## src/rtl/key_uart_pkg.sv

```systemverilog
// Shared types and constants for the key-to-UART character sender.
package key_uart_pkg;

  localparam int   DATA_BITS  = 8;
  localparam logic IDLE_LEVEL = 1'b1;

  typedef enum logic [1:0] {
    IDLE  = 2'd0,
    START = 2'd1,
    DATA  = 2'd2,
    STOP  = 2'd3
  } txState_e;

  // Clock cycles per serial bit, rounded to the nearest integer.
  function automatic int unsigned calcDiv(input longint unsigned clkHz,
                                          input longint unsigned baud);
    return 32'((clkHz + baud / 64'd2) / baud);
  endfunction

endpackage

```

## src/rtl/key_uart_tx_if.sv

```systemverilog
// Key levels in, serial line and status out; master is the debouncer-bank side.
interface key_uart_tx_if #(
  parameter int N_KEYS = 4
) ();

  logic [N_KEYS-1:0] iKeys;
  logic              oTx;
  logic              oBusy;
  logic              oDropped;

  modport master (output iKeys, input oTx, oBusy, oDropped);
  modport slave  (input iKeys, output oTx, oBusy, oDropped);

endinterface

```

## src/rtl/uart_tx_8n1.sv

```systemverilog
// 8N1 serialiser: one frame per iStart pulse accepted while idle, DIV cycles per bit.
module uart_tx_8n1
  import key_uart_pkg::*;
#(
  parameter int unsigned DIV = 434
) (
  input  logic                 iClk,
  input  logic                 iRst,
  input  logic                 iStart,
  input  logic [DATA_BITS-1:0] iData,
  output logic                 oTx,
  output logic                 oBusy
);

  localparam int              CNT_W    = (DIV > 1) ? $clog2(DIV) : 1;
  localparam logic [CNT_W-1:0] CNT_LAST = CNT_W'(DIV - 1);

  localparam logic [1:0] S_IDLE  = IDLE;
  localparam logic [1:0] S_START = START;
  localparam logic [1:0] S_DATA  = DATA;
  localparam logic [1:0] S_STOP  = STOP;

  logic [1:0]           state;
  logic [CNT_W-1:0]     baudCnt;
  logic [2:0]           bitIdx;
  logic [DATA_BITS-1:0] shiftReg;
  logic                 bitDone;

  assign bitDone = (baudCnt == CNT_LAST);

  // NOTE: all state here is updated with <= so every register samples pre-edge values.
  always_ff @(posedge iClk or negedge iRst) begin
    if (!iRst) begin
      state    <= S_IDLE;
      baudCnt  <= '0;
      bitIdx   <= '0;
      shiftReg <= '0;
      oTx      <= IDLE_LEVEL;
      oBusy    <= 1'b0;
    end else begin
      case (state)
        S_IDLE: begin
          if (iStart) begin
            state    <= S_START;
            baudCnt  <= '0;
            shiftReg <= iData;
            oTx      <= 1'b0;
            oBusy    <= 1'b1;
          end
        end
        S_START: begin
          if (bitDone) begin
            baudCnt  <= '0;
            bitIdx   <= '0;
            state    <= S_DATA;
            oTx      <= shiftReg[0];
            shiftReg <= shiftReg >> 1;
          end else begin
            baudCnt <= baudCnt + CNT_W'(1);
          end
        end
        S_DATA: begin
          if (bitDone) begin
            baudCnt <= '0;
            if (bitIdx == 3'(DATA_BITS - 1)) begin
              state <= S_STOP;
              oTx   <= IDLE_LEVEL;
            end else begin
              bitIdx   <= bitIdx + 3'd1;
              oTx      <= shiftReg[0];
              shiftReg <= shiftReg >> 1;
            end
          end else begin
            baudCnt <= baudCnt + CNT_W'(1);
          end
        end
        S_STOP: begin
          if (bitDone) begin
            baudCnt <= '0;
            state   <= S_IDLE;
            oBusy   <= 1'b0;
          end else begin
            baudCnt <= baudCnt + CNT_W'(1);
          end
        end
        default: begin
          state <= S_IDLE;
          oTx   <= IDLE_LEVEL;
          oBusy <= 1'b0;
        end
      endcase
    end
  end

endmodule

```

## src/rtl/key_uart_tx.sv

```systemverilog
// Turns debounced key presses into queued ASCII characters sent over an 8N1 UART line.
module key_uart_tx
  import key_uart_pkg::*;
#(
  parameter int unsigned CLK_HZ    = 50_000_000,
  parameter int unsigned BAUD      = 115_200,
  parameter int          N_KEYS    = 4,
  parameter logic [7:0]  CHAR_BASE = 8'h30
) (
  input  logic         iClk,
  input  logic         iRst,
  key_uart_tx_if.slave bus
);

  if (N_KEYS < 1 || N_KEYS > 8) begin : gKeyRange
    $error("key_uart_tx: N_KEYS must be in 1..8");
  end

  localparam int unsigned DIV = calcDiv(64'(CLK_HZ), 64'(BAUD));

  logic [N_KEYS-1:0] keysQ;
  logic [N_KEYS-1:0] rise;
  logic [N_KEYS-1:0] pending;
  logic [N_KEYS-1:0] grant;
  logic [2:0]        grantIdx;
  logic [7:0]        txData;
  logic              busy;
  logic              dropped;

  assign rise = bus.iKeys & ~keysQ;

  // NOTE: defaults first so no path through always_comb leaves a value held (no latch).
  always_comb begin
    grant    = '0;
    grantIdx = '0;
    if (!busy) begin
      // Descending scan: the last hit, i.e. the lowest pending index, wins.
      for (int i = N_KEYS - 1; i >= 0; i--) begin
        if (pending[i]) begin
          grant    = '0;
          grant[i] = 1'b1;
          grantIdx = 3'(i);
        end
      end
    end
  end

  assign txData = CHAR_BASE + {5'b0, grantIdx};

  always_ff @(posedge iClk or negedge iRst) begin
    if (!iRst) begin
      keysQ   <= '0;
      pending <= '0;
      dropped <= 1'b0;
    end else begin
      keysQ   <= bus.iKeys;
      // A rise on the key being granted re-arms it rather than counting as a drop.
      pending <= (pending & ~grant) | rise;
      dropped <= |(rise & pending & ~grant);
    end
  end

  uart_tx_8n1 #(
    .DIV (DIV)
  ) uTx (
    .iClk   (iClk),
    .iRst   (iRst),
    .iStart (|grant),
    .iData  (txData),
    .oTx    (bus.oTx),
    .oBusy  (busy)
  );

  assign bus.oBusy    = busy;
  assign bus.oDropped = dropped;

endmodule

```

## src/flat_wrapper.sv

```systemverilog
// flat-port wrapper written by rule: the top's interface ports become plain ports
module key_uart_tx_flat import key_uart_pkg::*;
#(
  parameter int unsigned CLK_HZ    = 50_000_000,
  parameter int unsigned BAUD      = 115_200,
  parameter int          N_KEYS    = 4,
  parameter logic [7:0]  CHAR_BASE = 8'h30
)
  (iClk, iRst, bus_iKeys, bus_oTx, bus_oBusy, bus_oDropped);
  key_uart_tx_if #(.N_KEYS(N_KEYS)) bus_i ();
  input  logic iClk;
  input  logic iRst;
  input wire logic [$bits(bus_i.iKeys)-1:0] bus_iKeys;
  output wire logic [$bits(bus_i.oTx)-1:0] bus_oTx;
  output wire logic [$bits(bus_i.oBusy)-1:0] bus_oBusy;
  output wire logic [$bits(bus_i.oDropped)-1:0] bus_oDropped;
  assign bus_i.iKeys = bus_iKeys;
  assign bus_oTx = bus_i.oTx;
  assign bus_oBusy = bus_i.oBusy;
  assign bus_oDropped = bus_i.oDropped;
  key_uart_tx #(.CLK_HZ(CLK_HZ), .BAUD(BAUD), .N_KEYS(N_KEYS), .CHAR_BASE(CHAR_BASE)) u_core (.iClk(iClk), .iRst(iRst), .bus(bus_i));
endmodule
```

## config.mk

```make
export PLATFORM = sky130hd
export DESIGN_NAME = key_uart_tx_flat
export DESIGN_NICKNAME = d
export VERILOG_FILES = /design/src/rtl/key_uart_pkg.sv /design/src/rtl/key_uart_tx_if.sv /design/src/rtl/uart_tx_8n1.sv /design/src/rtl/key_uart_tx.sv /design/src/flat_wrapper.sv
export SDC_FILE = /design/constraint.sdc
export NUM_CORES = 1
export LEC_CHECK = 0
export CORE_MARGIN = 2
export CORE_UTILIZATION = 45
export DETAILED_ROUTE_END_ITERATION = 10
export PLACE_DENSITY = 0.63
export RECOVER_POWER = 25
export REMOVE_ABC_BUFFERS = 1
export SETUP_SLACK_MARGIN = 0.5
export SKIP_CTS_REPAIR_TIMING = 1
export SLEW_MARGIN = 30
export SYNTH_ARGS = -nofsm -noshare
export SYNTH_HDL_FRONTEND = slang
export SYNTH_SLANG_ARGS = --single-unit
export TNS_END_PERCENT = 30
```

## constraint.sdc

```tcl
create_clock -name iClk -period 1.8 [get_ports iClk]
set_input_delay 0.36 -clock iClk [delete_from_list [all_inputs] [get_ports iClk]]
set_output_delay 0.36 -clock iClk [all_outputs]
set_load 0.005 [all_outputs]
```

==> flow_metrics.tcl, run 1 <==
set metrics [dict create \
    grt_max_degree 24 \
    core_mm2 0.003416 \
    pre_cts_ws_ns 0.02064 \
    syn-cell-area_mm2 0.001637 \
    p_int_mw 0.9482 \
    routabilityCongestion 0.8408 \
    powerDensity_mw_per_mm2 599.4 \
    grt-ovfl-total 0 \
    drt-total-wl_um 3387 \
    ir_worst_vdd_mv 0.4340 \
    vias 1257 \
    r2r_slack_ns 0.007 \
    port_buffers 8 \
    synth_edf_count 0 \
    critPathMaxFanout 5 \
    hold_class "primary input to async pin" \
    leakagePower_nw 0.8593 \
    slew_violations 0 \
    synth-simple-area-share_pct 15.52 \
    area_delta_synth_final_pct 23.62 \
    dp_hpwl_um 2349 \
    clock-sinks 31 \
    worst_pin_slew_ns 0.5819 \
    ys_ff_latch 31 \
    seqPwrFrac_pct 58.1 \
    fin_nets 191 \
    fin_crit_ns 1.793 \
    synth_warnings 0 \
    critPathLaunchType "flop" \
    synth_mux_area_share_pct 5.275 \
    grt_setup_unrepaired "true" \
    ys_seq_area_share_pct 47.48 \
    critPathMaxStageDelay_ns 0.58 \
    pwr-share-clk_pct 38.7 \
    netlist_instances 150 \
    critPathCaptureType "flop" \
    synth_top_area_share_pct 45.87 \
    rows 21 \
    timing.fmax_mhz 557.8 \
    crit_required_ns 2.02 \
    cts-buffers-inserted 5 \
    post_drt_via_cell_ratio 5.637 \
    synth.avg_cell_area_um2 10.91 \
    htree_levels 2 \
    finalHoldViolations 0 \
    drive_above_1_share_pct 29.38 \
    wl_per_cell_um 15.19 \
    grt_pass1_wl_um 5816 \
    clockRootBuffer "clkbuf_4" \
    async_flop_share_pct 100.0 \
    synth_xor_area_share_pct 1.070 \
    power_switching_mw 0.2645 \
    synth_top_family_by_area "compound AO/OA/AOI/OAI gates" \
    path_class "flop to flop" \
    io-pin-count 9 \
    status "complete, no violations" \
    maxCapViolCount 0 \
    swShare_pct 21.81 \
    diodes 0 \
    ys_top_cells_by_area "dfrtp_1, ha_1, o21ai_0" \
    insertion_delay_ns 0.34 \
    fillerInstances 299 \
    die_w_um 64.31 \
    first_pass_iters 4 \
    ant_nets 0 \
    yosys.cell_types.count 44 \
    synth_adder_area_share_pct 6.881 \
    clk_path_buf_depth 2 \
    drcViolationCount 0 \
    fin_util_pct 59.23 \
    fin_crit_sh_pct 99.59 \
    yosysMostFrequentCell "dfrtp_1" \
    drtIter0Drc 42 \
    worst_slack_ns 0.007292 \
    track_usage_pct 18.35 \
    antenna_found_initial 0 \
    ys.flop_type "dfrtp_1" \
    clkTransAtPathRegs_ns 0.10 \
    grt_pass1_vias 1245 \
    comb_power_share_pct 3.2 \
    yosys-top-cells-count "dfrtp_1, o21ai_0, inv_1" \
    setup_violations 0 \
    synth_top_area_cell "dfrtp_1" \
    worst_clock_skew_ns 0.01175 \
    initial_core_util_pct 47.91 \
    die_y_um 64.31 \
    synth-compound-area-share_pct 19.42 \
    cpMaxStageDelayCell "or4b_4" \
    relSlewSlack_pct 61.21 \
    fp.dieArea_mm2 0.004135 \
    crit_chain "or4b_4 > nor2_4 > o2111ai_4 > mux2_4" \
    tritoncts "yes" \
    crit_arrival_ns 2.01 \
]
==> power by group through the flow <==
stage          registers, mW  logic [mW]  clock network, mW
4_1_cts                0.705      0.0440              0.483
3_5_place_dp           0.719      0.0437                  0
6_report               0.705      0.0388              0.469
3_3_place_gp           0.718      0.0429                  0
5_1_grt                0.706      0.0457              0.515
2_1_floorplan          0.719     0.00674                  0
==> sequential cells by signal (all words and copies together) (netlist names) <==
name	flops
u_core.uTx.baudCnt	9
u_core.bus.oDropped	1
u_core.uTx.state	2
u_core.keysQ	4
u_core.uTx.oBusy	1
u_core.uTx.shiftReg	6
u_core.pending	4
u_core.uTx.bitIdx	3
u_core.uTx.oTx	1
==> metal layers <==
metal	vias up	global-route usage, %	part of all wire (%)
met5	-	0	0
met4	0	7.979	2.0
met3	6	5.282	2.7
met2	13	30.21	50
met1	626	22.36	45
li1	612	-	-
==> path summary, 6_finish.rpt <==
kind / start / endpoint / cells after the start
hold reg to reg: u_core.keysQ[1] / u_core.pending[1] / 1
max in group asynchronous: iRst / u_core.uTx.baudCnt[0] / 2
hold / removal: iRst / u_core.uTx.bitIdx[2] / 1
setup reg to reg: u_core.uTx.baudCnt[6] / u_core.uTx.shiftReg[0] / 4
min in group iClk: u_core.keysQ[1] / u_core.pending[1] / 1
setup / recovery: u_core.uTx.baudCnt[6] / u_core.uTx.shiftReg[0] / 4
==> placed cells by master, fill, tap and decap left out, drive strengths merged, types with 2 or more instances in the layout <==
cell type / count
nand3: 3
o31ai: 2
xnor2: 2
nand2: 7
clkbuf: 10
nor3b: 3
nor3: 3
nor2: 10
inv: 11
nand4b: 4
mux2: 5
buf: 14
o2bb2ai: 5
nor4: 2
o21ai: 16
or3: 2
a32oi: 2
ha: 9
dfrtp: 30
dlygate4sd3: 5
a22oi: 2
nand4: 2
mux2i: 3
a21oi: 7
==> stage by stage <==
step / total power, mW / setup TNS, ns / cell area, µm² / instances / hold WS (ns)
after global placement: 0.7611 / 0 / 1832 / 211 / 0.4381
after detailed placement: 0.7622 / 0 / 1832 / 211 / 0.4561
after floorplan: 0.7252 / 0 / 1607 / 147 / 0.06441
after global routing: 1.266 / -0.03541 / 2023 / 223 / 0.3964
after CTS: 1.232 / -0.1349 / 1901 / 219 / 0.3373
final: 1.213 / 0 / 2023 / 223 / 0.3713
==> worst max-delay path, delay by kind of cell, from the launching register on <==
| family | cells | cell delay, ns |
|---|---|---|
| DFF | 1 | 0.40 |
| muxes | 1 | 0.34 |
| AOI/OAI and AO/OA | 1 | 0.17 |
| and+or+nand+nor | 2 | 0.77 |
==> final cells by class <==
cell class              instances  area, µm²  share of cell area (%)
flip-flops and latches         31      780.7                   38.59
repair buffers                 22      192.7                   9.524
multi-input cells             105      882.1                   43.60
well taps                      46      57.56                   2.845
clock buffers                   8      68.82                   3.401
inverters                      11      41.29                   2.041
==> kinds of logic (layout without fill, tap and decap cells) <==
logic type / count (synthesis) / count (layout)
compound gates: 45 / 45
buf+inv: 14 / 41
simple gates: 41 / 41
fa+ha+maj: 9 / 9
mux: 8 / 8
xor+xnor: 2 / 2
flops: 31 / 31
No activity file was read; power rests on OpenSTA's default activity.
==> inputs of run 2 (changes only) <==
CAP_MARGIN = 20   (was unset)
==> results of run 2 <==
Same layout as run 1: the final DEF is identical, and so are final timing and power.
